$ cat src/rtl/hwf_sv_scheduler_if.sv
// rtl/hwf_sv_scheduler_if.sv - Control, ROM address and kernel signal bundle for hwf_sv_scheduler
interface hwf_sv_scheduler_if #(
  parameter int XLEN_PIXEL    = 8,
  parameter int NUM_OF_PIXELS = 4,
  parameter int NUM_OF_SV     = 87,
  parameter int ACC_W         = 24
);
  localparam int PA = ($clog2(NUM_OF_PIXELS) > 1) ? $clog2(NUM_OF_PIXELS) : 1;
  localparam int SA = ($clog2(NUM_OF_SV) > 1) ? $clog2(NUM_OF_SV) : 1;
  localparam int MA = $clog2(NUM_OF_SV * NUM_OF_PIXELS);

  logic                    start;
  logic                    pause;
  logic                    busy;
  logic                    done;
  logic                    mem_rd_en;
  logic [PA-1:0]           test_addr;
  logic [MA-1:0]           sv_addr;
  logic [SA-1:0]           alpha_addr;
  logic                    kern_clr;
  logic                    kern_stall_MEM;
  logic [2*XLEN_PIXEL-1:0] kern_out;
  logic                    result_valid;
  logic [SA-1:0]           sv_idx_out;
  logic [ACC_W-1:0]        acc_out;

  modport master (
    output start, pause, kern_out,
    input  busy, done, mem_rd_en, test_addr, sv_addr, alpha_addr,
           kern_clr, kern_stall_MEM, result_valid, sv_idx_out, acc_out
  );

  modport slave (
    input  start, pause, kern_out,
    output busy, done, mem_rd_en, test_addr, sv_addr, alpha_addr,
           kern_clr, kern_stall_MEM, result_valid, sv_idx_out, acc_out
  );
endinterface

$ cat src/rtl/hwf_sv_scheduler.sv
// rtl/hwf_sv_scheduler.sv - Sequences hwf_kernel over all support vectors and accumulates the decision sum
module hwf_sv_scheduler #(
  parameter int XLEN_PIXEL    = 8,
  parameter int NUM_OF_PIXELS = 4,
  parameter int NUM_OF_SV     = 87,
  parameter int KERNEL_LAT    = 2,
  parameter int ACC_W         = 24
) (
  input logic               clk,
  input logic               rst,
  hwf_sv_scheduler_if.slave bus
);
  localparam int PA    = ($clog2(NUM_OF_PIXELS) > 1) ? $clog2(NUM_OF_PIXELS) : 1;
  localparam int SA    = ($clog2(NUM_OF_SV) > 1) ? $clog2(NUM_OF_SV) : 1;
  localparam int MA    = $clog2(NUM_OF_SV * NUM_OF_PIXELS);
  localparam int KW    = 2 * XLEN_PIXEL;
  localparam int SUM_W = ((ACC_W > KW) ? ACC_W : KW) + 1;
  localparam int WC_W  = ($clog2(KERNEL_LAT + 1) > 1) ? $clog2(KERNEL_LAT + 1) : 1;
  localparam logic [ACC_W-1:0] ACC_MAX = '1;

  typedef enum logic [2:0] {S_IDLE, S_ISSUE, S_WAIT, S_ACCUM, S_DONE} state_t;

  state_t           state;
  logic [PA-1:0]    pix_idx;
  logic [SA-1:0]    sv_idx;
  logic [MA-1:0]    sv_base;     // sv_idx * NUM_OF_PIXELS, stepped alongside sv_idx
  logic [WC_W-1:0]  wait_cnt;
  logic             busy_q;
  logic             done_q;
  logic             clr_q;
  logic             stall_q;
  logic             rv_q;
  logic [SA-1:0]    sv_out_q;
  logic [ACC_W-1:0] acc_q;
  logic             issue;
  logic [SUM_W-1:0] acc_sum;
  logic [ACC_W-1:0] acc_next;

  // A read goes out on every ISSUE cycle that memory is ready; pause gates it the same cycle
  assign issue = (state == S_ISSUE) && !bus.pause;

  assign bus.mem_rd_en      = issue;
  assign bus.test_addr      = pix_idx;
  assign bus.sv_addr        = sv_base + MA'(pix_idx);
  assign bus.alpha_addr     = sv_idx;
  assign bus.busy           = busy_q;
  assign bus.done           = done_q;
  assign bus.kern_clr       = clr_q;
  assign bus.kern_stall_MEM = stall_q;
  assign bus.result_valid   = rv_q;
  assign bus.sv_idx_out     = sv_out_q;
  assign bus.acc_out        = acc_q;

  // Saturating add of the zero-extended kernel output; once at max it stays there
  always_comb begin
    acc_sum  = SUM_W'(acc_q) + SUM_W'(bus.kern_out);
    acc_next = (acc_sum > SUM_W'(ACC_MAX)) ? ACC_MAX : acc_sum[ACC_W-1:0];
  end

  // Main sequencer: issue pixels per SV, wait out ROM + kernel latency, accumulate, repeat
  always_ff @(posedge clk or negedge rst) begin
    if (!rst) begin
      state    <= S_IDLE;
      pix_idx  <= '0;
      sv_idx   <= '0;
      sv_base  <= '0;
      wait_cnt <= '0;
      busy_q   <= 1'b0;
      done_q   <= 1'b0;
      clr_q    <= 1'b0;
      stall_q  <= 1'b1;
      rv_q     <= 1'b0;
      sv_out_q <= '0;
      acc_q    <= '0;
    end else begin
      clr_q <= 1'b0;
      rv_q  <= 1'b0;
      done_q <= 1'b0;
      case (state)
        S_IDLE: begin
          stall_q <= 1'b1;
          if (bus.start) begin
            state   <= S_ISSUE;
            pix_idx <= '0;
            sv_idx  <= '0;
            sv_base <= '0;
            acc_q   <= '0;
            busy_q  <= 1'b1;
            clr_q   <= 1'b1;
          end
        end
        S_ISSUE: begin
          // Kernel only advances on the cycle after a read, when ROM data is present
          stall_q <= !issue;
          if (issue) begin
            if (pix_idx == PA'(NUM_OF_PIXELS - 1)) begin
              pix_idx  <= '0;
              wait_cnt <= '0;
              state    <= S_WAIT;
            end else begin
              pix_idx <= pix_idx + 1'b1;
            end
          end
        end
        S_WAIT: begin
          if (wait_cnt == WC_W'(KERNEL_LAT)) begin
            state    <= S_ACCUM;
            stall_q  <= 1'b1;
            acc_q    <= acc_next;
            rv_q     <= 1'b1;
            sv_out_q <= sv_idx;
          end else begin
            stall_q  <= 1'b0;
            wait_cnt <= wait_cnt + 1'b1;
          end
        end
        S_ACCUM: begin
          stall_q <= 1'b1;
          if (sv_idx == SA'(NUM_OF_SV - 1)) begin
            state  <= S_DONE;
            busy_q <= 1'b0;
            done_q <= 1'b1;
          end else begin
            sv_idx  <= sv_idx + 1'b1;
            sv_base <= sv_base + MA'(NUM_OF_PIXELS);
            clr_q   <= 1'b1;
            state   <= S_ISSUE;
          end
        end
        S_DONE: begin
          stall_q <= 1'b1;
          state   <= S_IDLE;
        end
        default: begin
          stall_q <= 1'b1;
          busy_q  <= 1'b0;
          state   <= S_IDLE;
        end
      endcase
    end
  end
endmodule

$ cat src/flat_wrapper.sv
// flat-port wrapper written by rule: the top's interface ports become plain ports
module hwf_sv_scheduler_flat 
#(
  parameter int XLEN_PIXEL    = 8,
  parameter int NUM_OF_PIXELS = 4,
  parameter int NUM_OF_SV     = 87,
  parameter int KERNEL_LAT    = 2,
  parameter int ACC_W         = 24
)
  (clk, rst, bus_start, bus_pause, bus_kern_out, bus_busy, bus_done, bus_mem_rd_en, bus_test_addr, bus_sv_addr, bus_alpha_addr, bus_kern_clr, bus_kern_stall_MEM, bus_result_valid, bus_sv_idx_out, bus_acc_out);
  hwf_sv_scheduler_if #(.XLEN_PIXEL(XLEN_PIXEL), .NUM_OF_PIXELS(NUM_OF_PIXELS), .NUM_OF_SV(NUM_OF_SV), .ACC_W(ACC_W)) bus_i ();
  input logic clk;
  input logic rst;
  input wire logic [$bits(bus_i.start)-1:0] bus_start;
  input wire logic [$bits(bus_i.pause)-1:0] bus_pause;
  input wire logic [$bits(bus_i.kern_out)-1:0] bus_kern_out;
  output wire logic [$bits(bus_i.busy)-1:0] bus_busy;
  output wire logic [$bits(bus_i.done)-1:0] bus_done;
  output wire logic [$bits(bus_i.mem_rd_en)-1:0] bus_mem_rd_en;
  output wire logic [$bits(bus_i.test_addr)-1:0] bus_test_addr;
  output wire logic [$bits(bus_i.sv_addr)-1:0] bus_sv_addr;
  output wire logic [$bits(bus_i.alpha_addr)-1:0] bus_alpha_addr;
  output wire logic [$bits(bus_i.kern_clr)-1:0] bus_kern_clr;
  output wire logic [$bits(bus_i.kern_stall_MEM)-1:0] bus_kern_stall_MEM;
  output wire logic [$bits(bus_i.result_valid)-1:0] bus_result_valid;
  output wire logic [$bits(bus_i.sv_idx_out)-1:0] bus_sv_idx_out;
  output wire logic [$bits(bus_i.acc_out)-1:0] bus_acc_out;
  assign bus_i.start = bus_start;
  assign bus_i.pause = bus_pause;
  assign bus_i.kern_out = bus_kern_out;
  assign bus_busy = bus_i.busy;
  assign bus_done = bus_i.done;
  assign bus_mem_rd_en = bus_i.mem_rd_en;
  assign bus_test_addr = bus_i.test_addr;
  assign bus_sv_addr = bus_i.sv_addr;
  assign bus_alpha_addr = bus_i.alpha_addr;
  assign bus_kern_clr = bus_i.kern_clr;
  assign bus_kern_stall_MEM = bus_i.kern_stall_MEM;
  assign bus_result_valid = bus_i.result_valid;
  assign bus_sv_idx_out = bus_i.sv_idx_out;
  assign bus_acc_out = bus_i.acc_out;
  hwf_sv_scheduler #(.XLEN_PIXEL(XLEN_PIXEL), .NUM_OF_PIXELS(NUM_OF_PIXELS), .NUM_OF_SV(NUM_OF_SV), .KERNEL_LAT(KERNEL_LAT), .ACC_W(ACC_W)) u_core (.clk(clk), .rst(rst), .bus(bus_i));
endmodule
$ cat config.mk
export PLATFORM = sky130hd
export DESIGN_NAME = hwf_sv_scheduler_flat
export DESIGN_NICKNAME = d
export VERILOG_FILES = /design/src/rtl/hwf_sv_scheduler_if.sv /design/src/rtl/hwf_sv_scheduler.sv /design/src/flat_wrapper.sv
export SDC_FILE = /design/constraint.sdc
export NUM_CORES = 1
export LEC_CHECK = 0
export ABC_AREA = 1
export CAP_MARGIN = 25
export CORE_ASPECT_RATIO = 1.25
export CORE_MARGIN = 4
export CORE_UTILIZATION = 50
export CTS_CLUSTER_SIZE = 24
export DETAILED_ROUTE_END_ITERATION = 10
export PLACE_DENSITY_LB_ADDON = 0.25
export RECOVER_POWER = 50
export SETUP_SLACK_MARGIN = 0.5
export SLEW_MARGIN = 20
export SYNTH_ARGS = -nofsm -noshare
export SYNTH_HDL_FRONTEND = slang
export SYNTH_SLANG_ARGS = --single-unit
$ cat constraint.sdc
create_clock -name clk -period 2.3 [get_ports clk]
set_clock_uncertainty 0.15 [all_clocks]
set_input_delay 0.46 -clock clk [delete_from_list [all_inputs] [get_ports clk]]
set_output_delay 0.46 -clock clk [all_outputs]
set_load 0.01 [all_outputs]
Yosys cells after proc, flatten, opt, wreduce, memory -nomap -nowiden

Index checks and enable logic that the tools add are counted.

Add/subtract/negate cells: 6
Order comparisons: 1
Equal/unequal tests: 14
Muxes and demuxes: 35
Bitwise logic cells: 1
Reductions and logical operators: 16

Operator list:

| operator                                                         | number |
|---|---|
| 2-to-1 mux 24 bit                                                | 3 |
| case mux 24 bit (2 select lines)                                 | 1 |
| adder 24 x 16 -> 25 bit                                          | 1 |
| greater-than comparator 25 x 24 -> 1 bit (second input constant) | 1 |
| 2-to-1 mux 9 bit                                                 | 2 |
| case mux 9 bit (2 select lines)                                  | 1 |
| 2-to-1 mux 3 bit                                                 | 5 |
| 2-to-1 mux 7 bit                                                 | 2 |
| case mux 7 bit (2 select lines)                                  | 1 |
| 2-to-1 mux 2 bit                                                 | 6 |
| case mux 3 bit (4 select lines)                                  | 1 |
| AND reduction 3 bit                                              | 4 |
| adder 9 x 2 -> 9 bit                                             | 1 |
| adder 9 x 3 -> 9 bit (second input constant)                     | 1 |
| 2-to-1 mux 1 bit                                                 | 8 |
| != test 2 bit (second input constant)                            | 4 |
| case mux 2 bit (2 select lines)                                  | 2 |
| AND reduction 4 bit                                              | 2 |
| nonzero test 2 bit                                               | 4 |
| adder 7 x 1 -> 7 bit (second input constant)                     | 1 |
| equality test 7 bit (second input constant)                      | 1 |
| equality test 3 x 2 -> 1 bit (second input constant)             | 2 |
| != test 2 x 1 -> 1 bit (second input constant)                   | 3 |
| adder 2 x 1 -> 2 bit (second input constant)                     | 2 |
| 11 further kinds                                                 | 14 |

Flip-flop bits (word level): 59
Input port bits: 20
Output and inout bits: 55

Longest topological paths before layout

Depth in word-level cells: 5
Gate-level depth with buffers: 13
Gate-level depth less buffers: 13

Worst setup path before layout

OpenSTA, ideal clock, no wires.

Path type: input port to flip-flop
From: input bus_kern_out[0]
To: register u_core.acc_q[22], in the netlist u_core.bus.acc_out[22]
Setup time: 0.065 ns
Data arrival time: 1.935 ns
Slack: 0.150 ns
Stages: 13
Buffers on the path: 1
Path through: ha_1 -> inv_1 -> fa_1 -> o21ai_2 -> nand3_1 -> nand2_2 -> nand2_2 -> nand2_2 -> nand2_4 -> buf_8 -> nand3_2 -> nand2_1 -> nand2_1

Longest elaborated chain between the ends: 5

Ends and longest elaborated chain:

| what                                     | RTL line                | RTL |
|---|---|---|
| from (decl)                              | flat_wrapper.sv:16      | `input wire logic [$bits(bus_i.kern_out)-1:0] bus_kern_out;` |
| adder 24 x 16 -> 25 bit (*)              | hwf_sv_scheduler.sv:56  | `acc_sum = SUM_W'(acc_q) + SUM_W'(bus.kern_out);` |
| greater-than comparator 25 x 24 -> 1 bit | hwf_sv_scheduler.sv:57  | `acc_next = (acc_sum > SUM_W'(ACC_MAX)) ? ACC_MAX : acc_sum[ACC_W-1:0];` |
| 2-to-1 mux 24 bit (*)                    | hwf_sv_scheduler.sv:57  |  |
| 2-to-1 mux 24 bit (*)                    | hwf_sv_scheduler.sv:106 | `if (wait_cnt == WC_W'(KERNEL_LAT)) begin` |
| case mux 24 bit (2 select lines) (*)     | hwf_sv_scheduler.sv:79  | `case (state)` |
| to (signal assigned)                     | hwf_sv_scheduler.sv:109 | `acc_q <= acc_next;` |
| to (decl)                                | hwf_sv_scheduler.sv:34  | `logic [ACC_W-1:0] acc_q;` |

Every way passes the cells marked *; elsewhere a longest branch is shown, timed or not. The select of a mux whose other input is x is not followed.
A chain may end at the register's enable or synchronous reset.

Worst setup path in the final report

From: register u_core.acc_q[15], in the netlist u_core.bus.acc_out[15]
To: register u_core.acc_q[0], in the netlist u_core.bus.acc_out[0]

Longest elaborated chain between the ends: 5

Ends and longest elaborated chain:

| what                                     | RTL line |
|---|---|
| adder 24 x 16 -> 25 bit                  | hwf_sv_scheduler.sv:56 |
| greater-than comparator 25 x 24 -> 1 bit | hwf_sv_scheduler.sv:57 |
| 2-to-1 mux 24 bit                        | hwf_sv_scheduler.sv:57 |
| 2-to-1 mux 24 bit                        | hwf_sv_scheduler.sv:106 |
| case mux 24 bit (2 select lines)         | hwf_sv_scheduler.sv:79 |

Every way passes these cells. The select of a mux whose other input is x is not followed.

==> flow_results.org <==
** Route
- In the detailed route, the total length drawn on met3 is 899 um.
- For this run, the detailed router's first-pass iteration total came to 5.
- The final layout contains routed wiring with a total length of about 15 mm.
- Total via count in the routed design :: ~4800
- In the routed design, unresolved DRC markers number 0.
- The detailed router put a total of roughly 5.2 mm of wire on met1.
- The count of nets left with antenna violations once routing finished came out at 0.
- Using the TritonRoute via totals, the vias-per-cell ratio works out to 5.486.
- After the first detailed-routing iteration, the DRC count stood at about 260.
- After detailed routing, no signal wire sits above met4.
- Routed wire per std cell :: roughly 17 um
- Wire length on met2 :: ~8 mm

** Worst setup path
- Counting buffers and inverters, the worst setup path is 9 cells deep.
- Startpoint Class :: flop
- Among the stages of the critical path, the cell type that occurs most often is sky130_fd_sc_hd__buf_4.
- Crit. End Element :: flop
- Buffer and inverter count on the worst path :: 2
- On the worst path, the slowest cell contributes a delay of roughly 440 ps.
- Walking the worst path, the cells encountered are ha_4 > a21oi_2 > nand2_1 > a21oi_4 > nand2_8 > buf_4 > buf_4 > a21oi_1 > o21ai_1.
- At the worst endpoint, the arrival time is ~2200 ps.
- The critical path is of the flop to flop type.
- The number of cells on the worst reg-to-reg path is 9.
- Library cell contributing the largest single delay on the critical path :: sky130_fd_sc_hd__dfrtp_1
- Top fanout value on the critical path :: 5
- STA puts the critical path data required time at 2380 ps.
- Among cell families on the critical path, the largest total delay comes from compound AO/OA/AOI/OAI gates.

** STA
- Setup Viol. Count Final :: 0
- Setup TNS :: 0 ps
- Slew at the pin closest to its max-slew limit :: roughly 800 ps
- The number of failing hold endpoints at the final stage is 0.
- Max Clk Rate :: 0.4652 GHz
- Max Transition Viols Final :: 0
- Time the worst path needs with I/O delays and setup :: 2150 ps
- Headroom to the max-slew limit came out at between 40% and 50%.
- Setup repair after global routing could not meet its margin everywhere.
- Fin crit share :: about 93%

** Synthesis
- Yosys top cell area share :: around 34%
- FFs w/ async S/R, synth :: 100.0%
- Among all flip-flop cells after synthesis, the most frequent one is sky130_fd_sc_hd__dfrtp_1.
- Synth Area per Inst :: 6.817 um^2
- sky130_fd_sc_hd__nand2_1 is the most common cell in the netlist.
- Leading cell types by count after synthesis :: sky130_fd_sc_hd__nand2_1, sky130_fd_sc_hd__inv_1, sky130_fd_sc_hd__dfrtp_1, sky130_fd_sc_hd__nor2_1, sky130_fd_sc_hd__nand3_1
- Synthesis handed over a netlist of approximately 600 instances.
- Mapped Nets :: approximately 650
- Cell type with the highest aggregate area in the netlist :: sky130_fd_sc_hd__dfrtp_1
- Yosys Warn Count :: 0
- Post-synthesis instance area :: around 0.004 mm^2
- Counting flops with a built-in enable in the synthesized netlist gives 0.
- The netlist uses 40 different library cells.
- Sorting the synthesized cells by area gives the leading types as sky130_fd_sc_hd__dfrtp_1, sky130_fd_sc_hd__nand2_1, sky130_fd_sc_hd__inv_1.
- Sequential elements use 34.67% of the synthesized area.
- Number of register bits inferred by synthesis :: 57

** Placed design
- The placed instances occupy a cell area of roughly 0.0053 mm^2.
- At the end of routability-driven placement, the weighted congestion stood at between 0.9 and 1.
- The HPWL after detailed placement is approximately 8.6 mm.
- The count of buffers added on input and output ports is 74.

** Global routing
- In the global route stage, overall resource usage came out at 27.56%.
- Largest net degree at the start of global routing :: 58
- Via count of the first global-routing pass :: 4621
- For this run the aggregate overflow at the end of global routing stands at 0.
- The initial antenna violation count came to 0.
- Global-route wire length before repair :: about 21 mm

** Die
- The floorplan step defined a core boundary enclosing about 0.0079 mm^2.
- I/O pin cnt :: 75
- Standard-cell rows :: 36
- Die Span X :: between 80 and 90 um
- DIE AREA :: approximately 0.0098 mm^2
- Once the floorplan was initialized, standard cells occupied between 50% and 60% of the core.
- The die is approximately 110 um tall.

** Layout
- Area growth from synthesis to layout :: 58.31%
- The net count of the finished layout is a little over 800.
- Final std cell area, no fill :: between 0.006 and 0.007 mm^2
- The number of antenna diodes in the final layout is 0.
- Of the cells placed in the final design, the portion with a size suffix greater than 1 is 33.55%.

** Power
- Power after layout :: 4.357 mW
- Sequential fraction of design power :: between 20% and 30%
- Sw Pwr :: roughly 1.7 mW
- Switching part of the total :: between 30% and 40%
- For this design the static power due to leakage is 3.599 nW.
- Of the total power, the clock network draws 25.9%.
- Internal power contribution :: approximately 2.6 mW
- Highest ir drop seen on vdd :: 0.7204 mV
- Combinational logic is responsible for 44.8% of the overall power.
- Power spread over the standard cell area amounts to approximately 670 mW/mm^2.

** Status
- Run status :: finished clean

** Flow run
- The tool flagged a number of max-cap violations equal to 0.

** Clock tree
- Number of H-tree levels :: 3
- The root buffer cell chosen for the clock tree is sky130_fd_sc_hd__clkbuf_8.
- The clock net in this run drives a total of 57 sinks.
- TritonCTS clock tree :: yes
- Insertion delay of the later-clocked pin in the worst-skew pair :: between 300 and 400 ps
- Inserted Clock Buffers :: 9
- Clock-pin slew was measured on the worst setup and hold paths at around 80 ps.
- Deepest clock path buffer count :: 2

** Min path
- In this run the worst hold path is classified as flop to flop.
- The worst hold path passes through 2 cells.
power by group through the flow:
stage               clock, mW  combinational, mW  sequential [mW]
finish                   1.13               1.95             1.28
global route             1.17               2.10             1.29
CTS                      1.11               1.51             1.26
detailed placement          0               1.36             1.30
global placement            0               1.32             1.29
floorplan                   0              0.743             1.32
per-stage QoR:
| step | util, % | worst slack [ps] | instances | hold WS (ps) |
|---|---|---|---|---|
| floorplan | - | 298.8 | 604 | 14.41 |
| global placement | 66.54 | -355.1 | 807 | 316.4 |
| detailed placement | 66.54 | -410.1 | 807 | 328.4 |
| CTS | 75.38 | 238.0 | 846 | 339.1 |
| global route | 82.23 | 40.10 | 873 | 378.0 |
| finish | 82.23 | 150.4 | 873 | 337.1 |
logic make-up (layout without fill, tap and decap cells):
kind of cell	Yosys count	after routing	synth area share [%]
AO/OA/AOI/OAI	50	50	7.050
AND/OR/NAND/NOR	353	357	37.41
adder cells (fa/ha/maj)	22	22	6.867
XOR/XNOR	13	13	2.765
flip-flops	57	57	34.67
buffers and inverters	109	279	11.24
flip-flops by register name, summed over array words and instances, names as in the netlist:
name,flops
u_core.bus.acc_out,24
u_core.bus.alpha_addr,7
u_core.bus.sv_idx_out,7
u_core.sv_base,7
u_core.state,3
u_core.bus.test_addr,2
u_core.wait_cnt,2
u_core.bus.busy,1
u_core.bus.done,1
u_core.bus.kern_clr,1
u_core.bus.kern_stall_MEM,1
u_core.bus.result_valid,1
path summary, 6_finish.rpt:
path	from	to	slack, ps
max in group asynchronous	rst	u_core.bus.alpha_addr[5]	710
min	u_core.bus.sv_idx_out[2]	u_core.bus.sv_idx_out[2]	340
min in group asynchronous	rst	u_core.bus.acc_out[7]	660
max	u_core.bus.acc_out[15]	u_core.bus.acc_out[0]	150
max reg2reg	u_core.bus.acc_out[15]	u_core.bus.acc_out[0]	150
min reg2reg	u_core.bus.sv_idx_out[2]	u_core.bus.sv_idx_out[2]	340
placed cells by master, fill, tap and decap left out, drive strengths merged, types with 2 or more instances in the layout:
cell type / netlist / layout
buf: 8 / 97
inv: 92 / 92
ha: 21 / 21
nand4: 7 / 7
dfrtp: 56 / 56
xor2: 6 / 6
nand2: 241 / 245
o21ai: 21 / 21
bufinv: 0 / 2
o31ai: 4 / 4
nand3: 50 / 50
dlygate4sd2: 0 / 64
clkinv: 0 / 3
clkbuf: 9 / 11
clkinvlp: 0 / 2
nor3: 6 / 6
nor2: 46 / 46
o22ai: 2 / 2
dlymetal6s2s: 0 / 3
clkdlybuf4s50: 0 / 4
xnor2: 7 / 7
a21oi: 16 / 16
worst min-delay path: cells and delay by family (launching register included):
family	cells	cell delay, ps
AND/OR/NAND/NOR	2	100
flip-flops	1	350
routing by layer:
| metal | vias to the layer above | GRT usage [%] |
|---|---|---|
| met5 | - | 0 |
| met4 | 0 | 12.77 |
| met3 | 56 | 5.247 |
| met2 | 200 | 52.00 |
| met1 | 2295 | 28.58 |
| li1 | 2238 | - |
what timing repair did:
| action | in CTS | in global routing |
|---|---|---|
| cloned | 2 | 3 |
| hold buffers | 1 | 0 |
| endpoints found under the hold margin | 56 | 0 |
| pin swaps | 21 | 28 |
| setup buffers | 20 | 24 |
| setup endpoints to repair | 98 | 47 |
| resized for setup | 134 | 94 |
area by class of cell:
class                   count  area (um^2)
inverters                  92        367.9
clock buffers              10        137.6
repair inverters            1        11.26
multi-input cells         442         2913
repair buffers            170         1440
fillers                   500         1409
well taps                  95        118.9
clock inverters             6        88.84
flip-flops and latches     57         1441
(Power assumes the default switching activity.)
